==> src/rtl/fifo_pkg.sv <==
// Matrix FIFO types: index/count widths and reader FSM encoding.
package fifo_pkg;

  localparam int MAX_N = 7;
  localparam int IDX_W = 3;
  localparam int CNT_W = 6;

  typedef logic [IDX_W-1:0] idx_t;
  typedef logic [CNT_W-1:0] elem_cnt_t;

  typedef enum logic [1:0] {
    RD_IDLE     = 2'd0,
    RD_WAIT_RDY = 2'd1,
    RD_STREAM   = 2'd2,
    RD_DONE     = 2'd3
  } rd_state_t;

  // N*N truncated to the element count width; legal N keeps it exact.
  function automatic elem_cnt_t square_cnt(input idx_t n);
    elem_cnt_t n_ext;
    n_ext = {{(CNT_W-IDX_W){1'b0}}, n};
    return elem_cnt_t'(n_ext * n_ext);
  endfunction

endpackage

==> src/rtl/global_pkg.sv <==
// Shared base types used across the matrix datapath.
package global_pkg;

  typedef logic [3:0] nibble_t;

  localparam logic TRUE  = 1'b1;
  localparam logic FALSE = 1'b0;

endpackage

==> src/rtl/mat_index_counter.sv <==
// Row/column/element counter walking an N x N matrix in row-major order.
module mat_index_counter
  import fifo_pkg::*;
(
  input  logic      clk,
  input  logic      rst,
  input  logic      clear,
  input  logic      inc,
  input  idx_t      n,
  input  elem_cnt_t total,
  output idx_t      row,
  output idx_t      col,
  output logic      last_col,
  output logic      last,
  output elem_cnt_t cnt,
  output logic      exhausted
);

  idx_t      row_q, row_d;
  idx_t      col_q, col_d;
  elem_cnt_t cnt_q, cnt_d;

  always_comb begin
    row_d = row_q;
    col_d = col_q;
    cnt_d = cnt_q;
    if (clear) begin
      row_d = '0;
      col_d = '0;
      cnt_d = '0;
    end else if (inc) begin
      cnt_d = cnt_q + 6'd1;
      if (last_col) begin
        col_d = '0;
        row_d = row_q + 3'd1;
      end else begin
        col_d = col_q + 3'd1;
      end
    end
  end

  always_ff @(posedge clk or negedge rst) begin
    if (!rst) begin
      row_q <= '0;
      col_q <= '0;
      cnt_q <= '0;
    end else begin
      row_q <= row_d;
      col_q <= col_d;
      cnt_q <= cnt_d;
    end
  end

  assign row       = row_q;
  assign col       = col_q;
  assign cnt       = cnt_q;
  assign last_col  = (col_q == idx_t'(n - 3'd1));
  assign last      = (cnt_q == elem_cnt_t'(total - 6'd1));
  // Saturating guard: nothing may be popped once total elements are out.
  assign exhausted = (cnt_q >= total);

endmodule

==> src/rtl/matrix_fifo_reader.sv <==
// Consumer side of the matrix FIFO: pops one N x N matrix row-major into a
// registered valid/accept output stage tagged with row/col and end markers.
module matrix_fifo_reader
  import global_pkg::*;
#(
  parameter int DW    = 8,
  parameter int MAX_N = fifo_pkg::MAX_N
) (
  input  logic          clk,
  input  logic          rst,
  input  logic          start,
  input  nibble_t       N,
  input  logic          m_ready,
  input  logic          m_empty,
  input  logic [DW-1:0] m_data,
  output logic          m_pop,
  output logic          out_valid,
  input  logic          out_accept,
  output logic [DW-1:0] out_data,
  output logic [2:0]    out_row,
  output logic [2:0]    out_col,
  output logic          out_last_col,
  output logic          out_last,
  output logic          busy,
  output logic          done,
  output logic          error
);

  localparam logic [1:0] S_IDLE     = fifo_pkg::RD_IDLE;
  localparam logic [1:0] S_WAIT_RDY = fifo_pkg::RD_WAIT_RDY;
  localparam logic [1:0] S_STREAM   = fifo_pkg::RD_STREAM;
  localparam logic [1:0] S_DONE     = fifo_pkg::RD_DONE;

  logic [1:0]         state_q, state_d;
  fifo_pkg::idx_t     n_q, n_d;
  fifo_pkg::elem_cnt_t total_q, total_d;
  logic               error_q, error_d;

  logic               out_valid_q, out_valid_d;
  logic [DW-1:0]      out_data_q, out_data_d;
  fifo_pkg::idx_t     out_row_q, out_row_d;
  fifo_pkg::idx_t     out_col_q, out_col_d;
  logic               out_last_col_q, out_last_col_d;
  logic               out_last_q, out_last_d;

  fifo_pkg::idx_t     idx_row, idx_col;
  fifo_pkg::elem_cnt_t idx_cnt;
  logic               idx_last_col, idx_last, idx_exhausted;

  logic               start_ok, n_legal, cnt_clear, pop, beat_acc;

  assign start_ok  = start && (state_q == S_IDLE);
  assign n_legal   = (N != 4'd0) && (32'(N) <= MAX_N);
  assign cnt_clear = start_ok && n_legal;
  assign beat_acc  = out_valid_q && out_accept;
  // Pop only when the output slot is free or being emptied this cycle.
  assign pop       = (state_q == S_STREAM) && !m_empty && !idx_exhausted &&
                     (!out_valid_q || out_accept);

  mat_index_counter u_idx (
    .clk       (clk),
    .rst       (rst),
    .clear     (cnt_clear),
    .inc       (pop),
    .n         (n_q),
    .total     (total_q),
    .row       (idx_row),
    .col       (idx_col),
    .last_col  (idx_last_col),
    .last      (idx_last),
    .cnt       (idx_cnt),
    .exhausted (idx_exhausted)
  );

  always_comb begin
    state_d = state_q;
    n_d     = n_q;
    total_d = total_q;
    error_d = error_q;
    case (state_q)
      S_IDLE: begin
        if (start_ok) begin
          if (n_legal) begin
            n_d     = fifo_pkg::idx_t'(N);
            total_d = fifo_pkg::square_cnt(fifo_pkg::idx_t'(N));
            error_d = FALSE;
            state_d = S_WAIT_RDY;
          end else begin
            error_d = TRUE;
          end
        end
      end
      S_WAIT_RDY: if (m_ready) state_d = S_STREAM;
      S_STREAM:   if (beat_acc && out_last_q) state_d = S_DONE;
      S_DONE:     state_d = S_IDLE;
      default:    state_d = S_IDLE;
    endcase
  end

  always_comb begin
    out_valid_d    = out_valid_q;
    out_data_d     = out_data_q;
    out_row_d      = out_row_q;
    out_col_d      = out_col_q;
    out_last_col_d = out_last_col_q;
    out_last_d     = out_last_q;
    if (pop) begin
      out_valid_d    = TRUE;
      out_data_d     = m_data;
      out_row_d      = idx_row;
      out_col_d      = idx_col;
      out_last_col_d = idx_last_col;
      out_last_d     = idx_last;
    end else if (beat_acc) begin
      out_valid_d    = FALSE;
    end
  end

  always_ff @(posedge clk or negedge rst) begin
    if (!rst) begin
      state_q        <= S_IDLE;
      n_q            <= '0;
      total_q        <= '0;
      error_q        <= 1'b0;
      out_valid_q    <= 1'b0;
      out_data_q     <= '0;
      out_row_q      <= '0;
      out_col_q      <= '0;
      out_last_col_q <= 1'b0;
      out_last_q     <= 1'b0;
    end else begin
      state_q        <= state_d;
      n_q            <= n_d;
      total_q        <= total_d;
      error_q        <= error_d;
      out_valid_q    <= out_valid_d;
      out_data_q     <= out_data_d;
      out_row_q      <= out_row_d;
      out_col_q      <= out_col_d;
      out_last_col_q <= out_last_col_d;
      out_last_q     <= out_last_d;
    end
  end

  // The element count is only used internally for the exhaustion guard.
  logic unused_cnt;
  assign unused_cnt = ^idx_cnt;

  assign m_pop        = pop;
  assign out_valid    = out_valid_q;
  assign out_data     = out_data_q;
  assign out_row      = out_row_q;
  assign out_col      = out_col_q;
  assign out_last_col = out_last_col_q;
  assign out_last     = out_last_q;
  assign busy         = (state_q != S_IDLE);
  assign done         = (state_q == S_DONE);
  assign error        = error_q;

endmodule

==> config.mk <==
export PLATFORM = sky130hd
export DESIGN_NAME = matrix_fifo_reader
export DESIGN_NICKNAME = d
export VERILOG_FILES = /design/src/rtl/fifo_pkg.sv /design/src/rtl/global_pkg.sv /design/src/rtl/mat_index_counter.sv /design/src/rtl/matrix_fifo_reader.sv
export SDC_FILE = /design/constraint.sdc
export NUM_CORES = 1
export LEC_CHECK = 0
export BUFFER_PORTS_ARGS = -buffer_cell sky130_fd_sc_hd__buf_2
export CAP_MARGIN = 20
export CELL_PAD_IN_SITES_DETAIL_PLACEMENT = 1
export CELL_PAD_IN_SITES_GLOBAL_PLACEMENT = 1
export CORE_MARGIN = 3
export CORE_UTILIZATION = 43
export DETAILED_ROUTE_END_ITERATION = 8
export GPL_ROUTABILITY_DRIVEN = 1
export PLACE_DENSITY_LB_ADDON = 0.15
export SYNTH_ARGS = -nofsm -noshare
export SYNTH_HDL_FRONTEND = slang
export SYNTH_SLANG_ARGS = --single-unit
==> constraint.sdc <==
create_clock -name clk -period 2.3 [get_ports clk]
set_input_delay 0.23 -clock clk [delete_from_list [all_inputs] [get_ports clk]]
set_output_delay 0.23 -clock clk [all_outputs]
set_load 0.02 [all_outputs]
After elaboration in Yosys (flattened, before gate mapping)
Index checks and enable logic that the tools add are counted.
{ "totals": {"ff_bits": 41, "in_bits": 18, "output_inout_bits": 21, "wordCells": 68} }
{ "op_classes": {"add_sub_neg": 5, "mul": 1, "order_cmp": 2, "eq_ne": 9, "mux": 16, "n_reduce_logical": 22} }
{ "ops": {"columns": ["op", "count"], "rows": [
  ["3-bit 2-to-1 mux", 6],
  ["6-bit 2-to-1 mux", 2],
  ["1-bit logical AND", 8],
  ["2-bit 2-to-1 mux", 4],
  ["2-bit case mux with 4 select lines", 1],
  ["2-bit nonzero test", 4],
  ["3-bit by 1-bit adder with 3-bit output (second input constant)", 2],
  ["6-bit by 1-bit adder with 6-bit output (second input constant)", 1],
  ["6-bit == test", 1],
  ["6-bit greater-or-equal comparator", 1],
  ["3-bit by 3-bit multiplier with 6-bit output", 1],
  ["2-bit inequality test (second input constant)", 3],
  ["6-bit by 1-bit subtractor with 6-bit output (second input constant)", 1],
  ["2-bit == test (second input constant)", 2],
  ["4-bit by 3-bit <= comparator with 1-bit output (second input constant)", 1],
  ["2-bit AND reduction", 2],
  ["4-bit AND reduction", 1],
  ["4-bit nonzero test", 1],
  ["3-bit == test", 1],
  ["1-bit logical NOT", 3],
  ["1-bit 2-to-1 mux", 3],
  ["3-bit AND reduction", 1],
  ["3-bit by 1-bit subtractor with 3-bit output (second input constant)", 1],
  ["2-bit by 1-bit == test with 1-bit output (second input constant)", 1],
  ["3 further kinds", 3]
]} }

Depth between registers and ports, before layout
Gate-level depths: netlist of run 1.
{ "depth": {"depth_word": 6, "ltp_mapped": 8, "depth_no_buf": 7} }

By module
From an unflattened synthesis of run 1, not the netlist that was laid out.
{ "hier_totals": {"hier_cells": 192, "area_unflattened_um2": 2149.6} }
{ "by_module_without_submodules": {"columns": ["module", "n_inst", "cells_per_inst", "area_per_inst_um2"], "rows": [
  ["matrix_fifo_reader", 1, 92, 1214.9],
  ["mat_index_counter", 1, 100, 934.6]
]} }

Worst setup path after synthesis of run 1
No wires, ideal clock.
{ "synth_timing": {"path_type": "register to register", "startpoint": "reg total_q[5]", "endpoint": "reg out_data_q[0] (netlist: out_data[0])", "setup_time_ps": 125, "t_arrival_ps": 1875, "required_ps": 2175, "setup_slack_ps": 300, "path_stages_with_launch": 9, "n_path_buf": 1, "period_less_slack_ps": 2000, "path_cell_list": "dfrtp_1 > inv_1 > ha_1 > a211oi_2 > and3_1 > buf_2 > nand2_4 > inv_6 > mux2_2"} }
{ "synth_between": {"elab_chain_cells": 4} }
{ "synth_lines": {"columns": ["element", "line_no", "source"], "rows": [
  ["from (decl)", "matrix_fifo_reader.sv:36", "fifo_pkg::elem_cnt_t total_q, total_d;"],
  ["from (signal assigned)", "matrix_fifo_reader.sv:134", "total_q <= total_d;"],
  ["6-bit greater-or-equal comparator", "mat_index_counter.sv:60", "assign exhausted = (cnt_q >= total);"],
  ["1-bit logical NOT", "matrix_fifo_reader.sv:57", "assign pop = (state_q == S_STREAM) && !m_empty && !idx_exhausted &&"],
  ["1-bit logical AND (2 in series)", "matrix_fifo_reader.sv:57", null],
  ["via m_pop", "matrix_fifo_reader.sv:16", "output logic m_pop,"],
  ["to (signal assigned)", "matrix_fifo_reader.sv:137", "out_data_q <= out_data_d;"],
  ["to (decl)", "matrix_fifo_reader.sv:40", "logic [DW-1:0] out_data_q, out_data_d;"]
]} }
The timed path passes the listed nets, and every way through them passes these cells.
A chain may end at the register's enable or synchronous reset.

Worst setup path in the final report of run 1
{ "layout_timing": {"startpoint": "reg total_q[5]", "endpoint": "out m_pop"} }
{ "layout_between": {"elab_chain_cells": 4} }
{ "layout_lines": {"columns": ["element", "line_no"], "rows": [
  ["6-bit greater-or-equal comparator", "mat_index_counter.sv:60"],
  ["1-bit logical NOT", "matrix_fifo_reader.sv:57"],
  ["1-bit logical AND (2 in series)", "matrix_fifo_reader.sv:57"],
  ["to (decl)", "matrix_fifo_reader.sv:16"]
]} }
Every way passes these cells.

==> impl_metrics.toml, run 1 <==
[status]
status = "finished clean"

[pwr]
vdd_drop_max_v = 0.000497
p_per_area_nw_per_um2 = 1380
leakagePower_nw = 1.23

[clock_tree]
cts-root-buf = "clkbuf_8"
path_clk_slew_ns = 0.08
clock_sinks = 39
cts_buffer_depth = 2
cts_made_buffers = 5
cts_tree = "yes"
insertion_delay_ns = 0.30
htree_levels = 2

[synth]
synthDistinctLibCells = 39
ys_ff_latch = 39
syn_area_um2 = 2120
ys_seq_area_share_pct = 46.0
avgSynthCellArea_um2 = 11.0
yosysWarnings = 0
netlist_instances = 193
synthMuxAreaShare_pct = 9.92
synth_compound_area_share_pct = 11.6
synth_top_family_by_area = "simple AND/OR/NAND/NOR gates"
synthSimpleGateAreaFrac_pct = 14.3
synth_fa_ha_area_share_pct = 9.45
synth_xor_area_share_pct = 4.78
syn_nets = 227

[grt]
grt_usage_pct = 20.2
gr-usage-met2_pct = 35.1
antenna_found_initial = 0
use_met3_pct = 4.02
busiest_layer = "met2"
grt_remaining_overflow = 0
grt_pass1_vias = 1842
groute.layer.met1.usage_pct = 25.4
grt_max_degree = 40
grt_pass1_wl_mm = 9.28

[setup_path]
cp_cell_sequence = "inv_1 -> ha_4 -> a211oi_4 -> and3_4 -> nand2_8 -> inv_8 -> buf_2"
worstSetupPathType = "reg2out"
cp_data_required_time_ns = 2.07
critPathLaunch = "total_q[5]"
start_kind = "flip-flop"
critPathMaxFanout = 10
endpoint_kind = "primary output"
max_stage_delay_ns = 0.40
r2r-start = "total_q[5]"
crit_slowest_cell = "dfrtp_1"
cp.arrival_ns = 1.98

[timing]
relSlewSlack_pct = 42.6
tightest_slew_ns = 0.860
hold_ws_ns = 0.0412
finalHoldViolations = 0
fmax_mhz = 453
fin_setup_tns_ns = 0
finalMaxSlewViolations = 0
final-setup-viol-count = 0
final.setup_skew_ns = 0.00958
post-route-period-util_pct = 95.9
fin_crit_ns = 2.21

[place]
gp_congestion = 0.829
port_buffers = 38
hpwl_mm = 4.20
place_area_um2 = 2430

[route]
drt_iter0_drc = 66
firstDrtPassIters = 4
wirelength_mm = 5.60
via_count = 1648
drc = 0
vias_per_cell = 5.35
antenna_left = 0
wl_per_cell_um = 18.2

[floorplan]
dieArea_um2 = 5810
die_y_um = 76.2
fp.dieW_um = 76.2
io_pins = 39
rows = 24
core_area_um2 = 4560
start_util_pct = 46.4

[layout]
n_antenna_cell = 0
final_core_util_pct = 57.1
fin_area_um2 = 2610
drive_gt1_share_pct = 34.2
nets = 276
areaGrowthSynthToFinish_pct = 23.0

[min_path]
hold_class = "in2async"

[run]
maxCapViolCount = 0
==> final timing paths <==
kind,end,slack [ns],depth (start not counted)
max in group asynchronous,error,1.71,1
worst min-delay path,n_q[1],0.04,1
worst max register to register,u_idx.cnt[4],0.19,6
worst max-delay path,m_pop,0.09,7
min in group clk,out_data[1],0.16,2
worst min register to register,out_last_col,0.49,1
==> worst max-delay path, delay by kind of cell, from the launching register on <==
kind | cells | cell delay, ns
buffers and inverters | 3 | 0.40
flip-flops | 1 | 0.40
AO/OA/AOI/OAI | 1 | 0.28
adder cells (fa/ha/maj) | 1 | 0.23
AND/OR/NAND/NOR | 2 | 0.37
==> per-layer routing <==
layer  vias up  wire length, um
li1        791                -
met2        26             2890
met4         0               62
met3         9              147
met1       822             2500
met5         -                0
==> cell families after synthesis <==
kind of cell | Yosys count
AOI/OAI and AO/OA | 38
xor gates and xnor gates | 10
adders and majority gates | 16
buffers and inverters | 19
DFF | 39
muxes | 19
and+or+nand+nor | 52
==> state kept, by name, indices dropped and copies added, names as in the netlist, 2 cells and up <==
signal / count
total_q: 4
u_idx.row: 3
out_col: 3
state_q: 2
n_q: 3
u_idx.cnt: 6
out_row: 3
out_data: 8
u_idx.col: 3
==> layout make-up <==
cell class / instances / area, um^2
Multi-Input combinational cell: 135 / 1110
Clock inverter: 2 / 35.0
Fill cell: 520 / 1960
Tap cell: 65 / 81.3
Timing Repair Buffer: 48 / 265
Inverter: 13 / 56.3
Sequential cell: 39 / 976
Clock buffer: 6 / 82.6
==> per-stage QoR <==
step | total power, mW | setup slack (ns) | std cells
6_report | 3.59 | 0.0933 | 308
3_5_place_dp | 2.91 | 0.0425 | 299
4_1_cts | 3.55 | 0.0179 | 308
5_1_grt | 3.85 | -0.00745 | 308
2_1_floorplan | 2.33 | 0.300 | 193
3_3_place_gp | 2.78 | 0.217 | 299
==> power breakdown <==
group	internal (mW)	switching, mW	leakage, nW	total [mW]
logic	0.773	1.07	0.680	1.84
registers	0.954	0.195	0.492	1.15
clock network	0.351	0.246	0.0612	0.597
total	2.08	1.51	1.23	3.59
==> placed cells by master (no fill, tap or decap), types with 2 or more instances in the layout <==
cell / instances
nand2b_1: 5
clkbuf_8: 6
nand2_1: 11
xor2_1: 3
ha_1: 15
buf_2: 38
mux2i_1: 3
o21ai_0: 11
o311ai_0: 2
and2_1: 3
o31ai_1: 7
a21oi_1: 8
nor2_1: 3
xnor2_1: 6
inv_1: 12
nand3b_1: 2
buf_4: 10
dfrtp_1: 39
nand3_1: 8
nand4_1: 4
o211ai_1: 3
mux2_2: 16
or4_1: 4
nor3_1: 2
==> synthesized netlist by cell type (all sizes together) <==
master  number  area (um^2)
a21o         1         7.51
nor3b        1         12.5
a21oi        9         45.0
xnor3        1         22.5
nand3b       2         15.0
or4          4         30.0
and2         3         18.8
mux2i        3         30.0
mux2        16          180
o311ai       2         17.5
nand2       12         52.6
nor2         3         11.3
xnor2        6         52.6
o21ai       11         55.1
nand4b       1         8.76
o211ai       3         22.5
o22a         1         8.76
nand2b       5         31.3
nand4        4         25.0
a211oi       2         20.0
buf          5         25.0
and3         2         12.5
o31ai        7         52.6
nor2b        1         6.26
clkbuf       1         3.75
a221o        1         10.0
dfrtp       39          976
nand3        9         50.1
or3          1         6.26
o22ai        1         6.26
inv         13         53.8
and4         1         8.76
xor2         3         26.3
nor3         3         15.0
ha          16          200
==> timing repair <==
action | CTS | global route
endpoints found under the hold margin | 0 | 0
hold buffers | 0 | 0
resized for setup | 3 | 7
endpoints found under the setup margin | 1 | 6
pin swaps | 2 | 1
setup buffers | 1 | 0
(Power assumes the default switching activity.)
==> inputs of run 2 (changes only) <==
==> constraint.sdc (replaced) <==
create_clock -name clk -period 2.3 [get_ports clk]
set_input_delay 0.69 -clock clk [delete_from_list [all_inputs] [get_ports clk]]
set_output_delay 0.69 -clock clk [all_outputs]
set_load 0.02 [all_outputs]
==> run 2 against run 1 <==
Clock power about the same. Critical path type unchanged. Core utilization up 5.9 points. Non-clock buffer count up 24. Worst setup slack worse by 0.25 ns. Critical endpoint unchanged. The run now ends with negative setup slack left. Die area unchanged. Register-to-register slack worse by 0.21 ns.
==> impl_metrics.toml, run 2 (same netlist as run 1, synthesis figures left out) <==
[pwr]
leakagePower_nw = 1.37
switching_share_pct = 41.7
power_frac_comb_pct = 57.2
power_frac_seq_pct = 28.1
pwr-share-clk_pct = 14.7
p_per_area_nw_per_um2 = 1420
vdd_drop_max_v = 0.000645
internal_power_mw = 2.38
p_sw_mw = 1.70

[route]
via_count = 1849
wirelength_mm = 6.81
antenna_left = 0
wl_per_cell_um = 20.4
vias_per_cell = 5.55
drc = 0
firstDrtPassIters = 4
drt_iter0_drc = 118

[setup_path]
rr_worst_depth = 10
crit_slowest_cell = "dfrtp_1"
cp_cell_sequence = "inv_1 -> ha_1 -> nand4_1 -> o22a_1 -> nand2_4 -> clkinv_4 -> buf_6"
rrSetupSlack_ns = -0.02
cp.arrival_ns = 1.77
endpoint_kind = "primary output"
critPathLaunch = "total_q[2]"
r2r-start = "n_q[0]"
max_stage_delay_ns = 0.38
critPathMaxFanout = 3
cp_data_required_time_ns = 1.61
rr_endpoint = "u_idx.cnt[3]"
worstSetupPathType = "reg2out"
start_kind = "flip-flop"

[layout]
largest_reg_flops = 8
drive_gt1_share_pct = 43.1
areaGrowthSynthToFinish_pct = 35.7
fill_cells = 514
final_cell_mix = "dfrtp_1, buf_2, buf_4, mux2_2, ha_1"
nets = 300
final_common_cell = "dfrtp_1"
final_core_util_pct = 63.0

[timing]
final-setup-viol-count = 3
rsz0062_at_grt = "true"
final.setup_skew_ns = 0.00465
finalHoldViolations = 0
finalMaxSlewViolations = 0
post-route-period-util_pct = 107
fin_crit_ns = 2.46
tightest_slew_ns = 0.744
hold_ws_ns = 0.363
setup_slack_ns = -0.159
relSlewSlack_pct = 50.4
fmax_mhz = 407

[clock_tree]
cts_buffer_depth = 2
clock_sinks = 39
htree_levels = 2
insertion_delay_ns = 0.29
cts_hold_buf = 0
cts_made_buffers = 5
cts_tree = "yes"
path_clk_slew_ns = 0.08
cts-root-buf = "clkbuf_8"

[min_path]
hold_class = "in2async"

[grt]
grt_pass1_vias = 2013
grt_usage_pct = 22.2
grt_remaining_overflow = 0
grt_max_degree = 22
antenna_found_initial = 1
grt_pass1_wl_mm = 10.2

[floorplan]
io_pins = 39
core_area_um2 = 4560
die_y_um = 76.2
dieArea_um2 = 5810
fp.dieW_um = 76.2
start_util_pct = 46.4
rows = 24

[status]
violations = "negative setup slack"
status = "finished, violations left"

[place]
gp_congestion = 0.836
port_buffers = 38
hpwl_mm = 4.22

[run]
maxCapViolCount = 0
[run 2: layout make-up]
class / instances / area [um^2] / share of cell area, %
repair buffers: 72 / 482 / 16.8
inverters: 13 / 53.8 / 1.87
clock inverters: 2 / 35.0 / 1.22
diodes: 1 / 2.50 / 0.0870
well taps: 65 / 81.3 / 2.83
multi-input cells: 135 / 1160 / 40.4
clock buffers: 6 / 82.6 / 2.87
flip-flops and latches: 39 / 976 / 33.9
[run 2: power groups by stage]
| stage | combinational, mW | sequential (mW) | clock (mW) |
|---|---|---|---|
| floorplan | 1.03 | 1.30 | 0 |
| global placement | 1.76 | 1.13 | 0 |
| detailed placement | 1.86 | 1.15 | 0 |
| CTS | 2.07 | 1.14 | 0.617 |
| global route | 2.50 | 1.18 | 0.644 |
| finish | 2.33 | 1.14 | 0.599 |
[run 2: worst max path at each step]
| stage | cells after the start | endpoint |
|---|---|---|
| final | 7 | m_pop |
| after global routing | 7 | m_pop |
| after CTS | 6 | m_pop |
| after detailed placement | 7 | m_pop |
| after global placement | 7 | m_pop |
| after floorplan | 7 | m_pop |
[run 2: per-layer routing]
metal  share of wire [%]  track usage, %
met3                 4.4            4.26
met5                   0               0
met4                 3.2            7.97
met2                  51            39.2
met1                  41            26.7
[run 2: through the flow]
step	setup WS (ns)	std cells	TNS, ns	total power, mW	area (um^2)
2_1_floorplan	0.0673	193	0	2.33	2120
3_3_place_gp	0.0926	307	0	2.88	2510
3_5_place_dp	0.0529	307	0	3.01	2510
4_1_cts	-0.0862	324	-0.121	3.82	2750
5_1_grt	-0.217	333	-0.467	4.33	2880
6_report	-0.159	333	-0.181	4.07	2880
[run 2: what timing repair did]
action / CTS / global route
endpoints found under the setup margin: 1 / 8
setup buffers: 9 / 8
pin swaps: 7 / 10
resized for setup: 10 / 15
[run 2: worst max-delay path, delay by kind of cell (launching register included)]
family / cells / cell delay, ns
compound gates: 1 / 0.25
fa+ha+maj: 1 / 0.32
buf+inv: 3 / 0.28
flops: 1 / 0.38
simple gates: 2 / 0.24
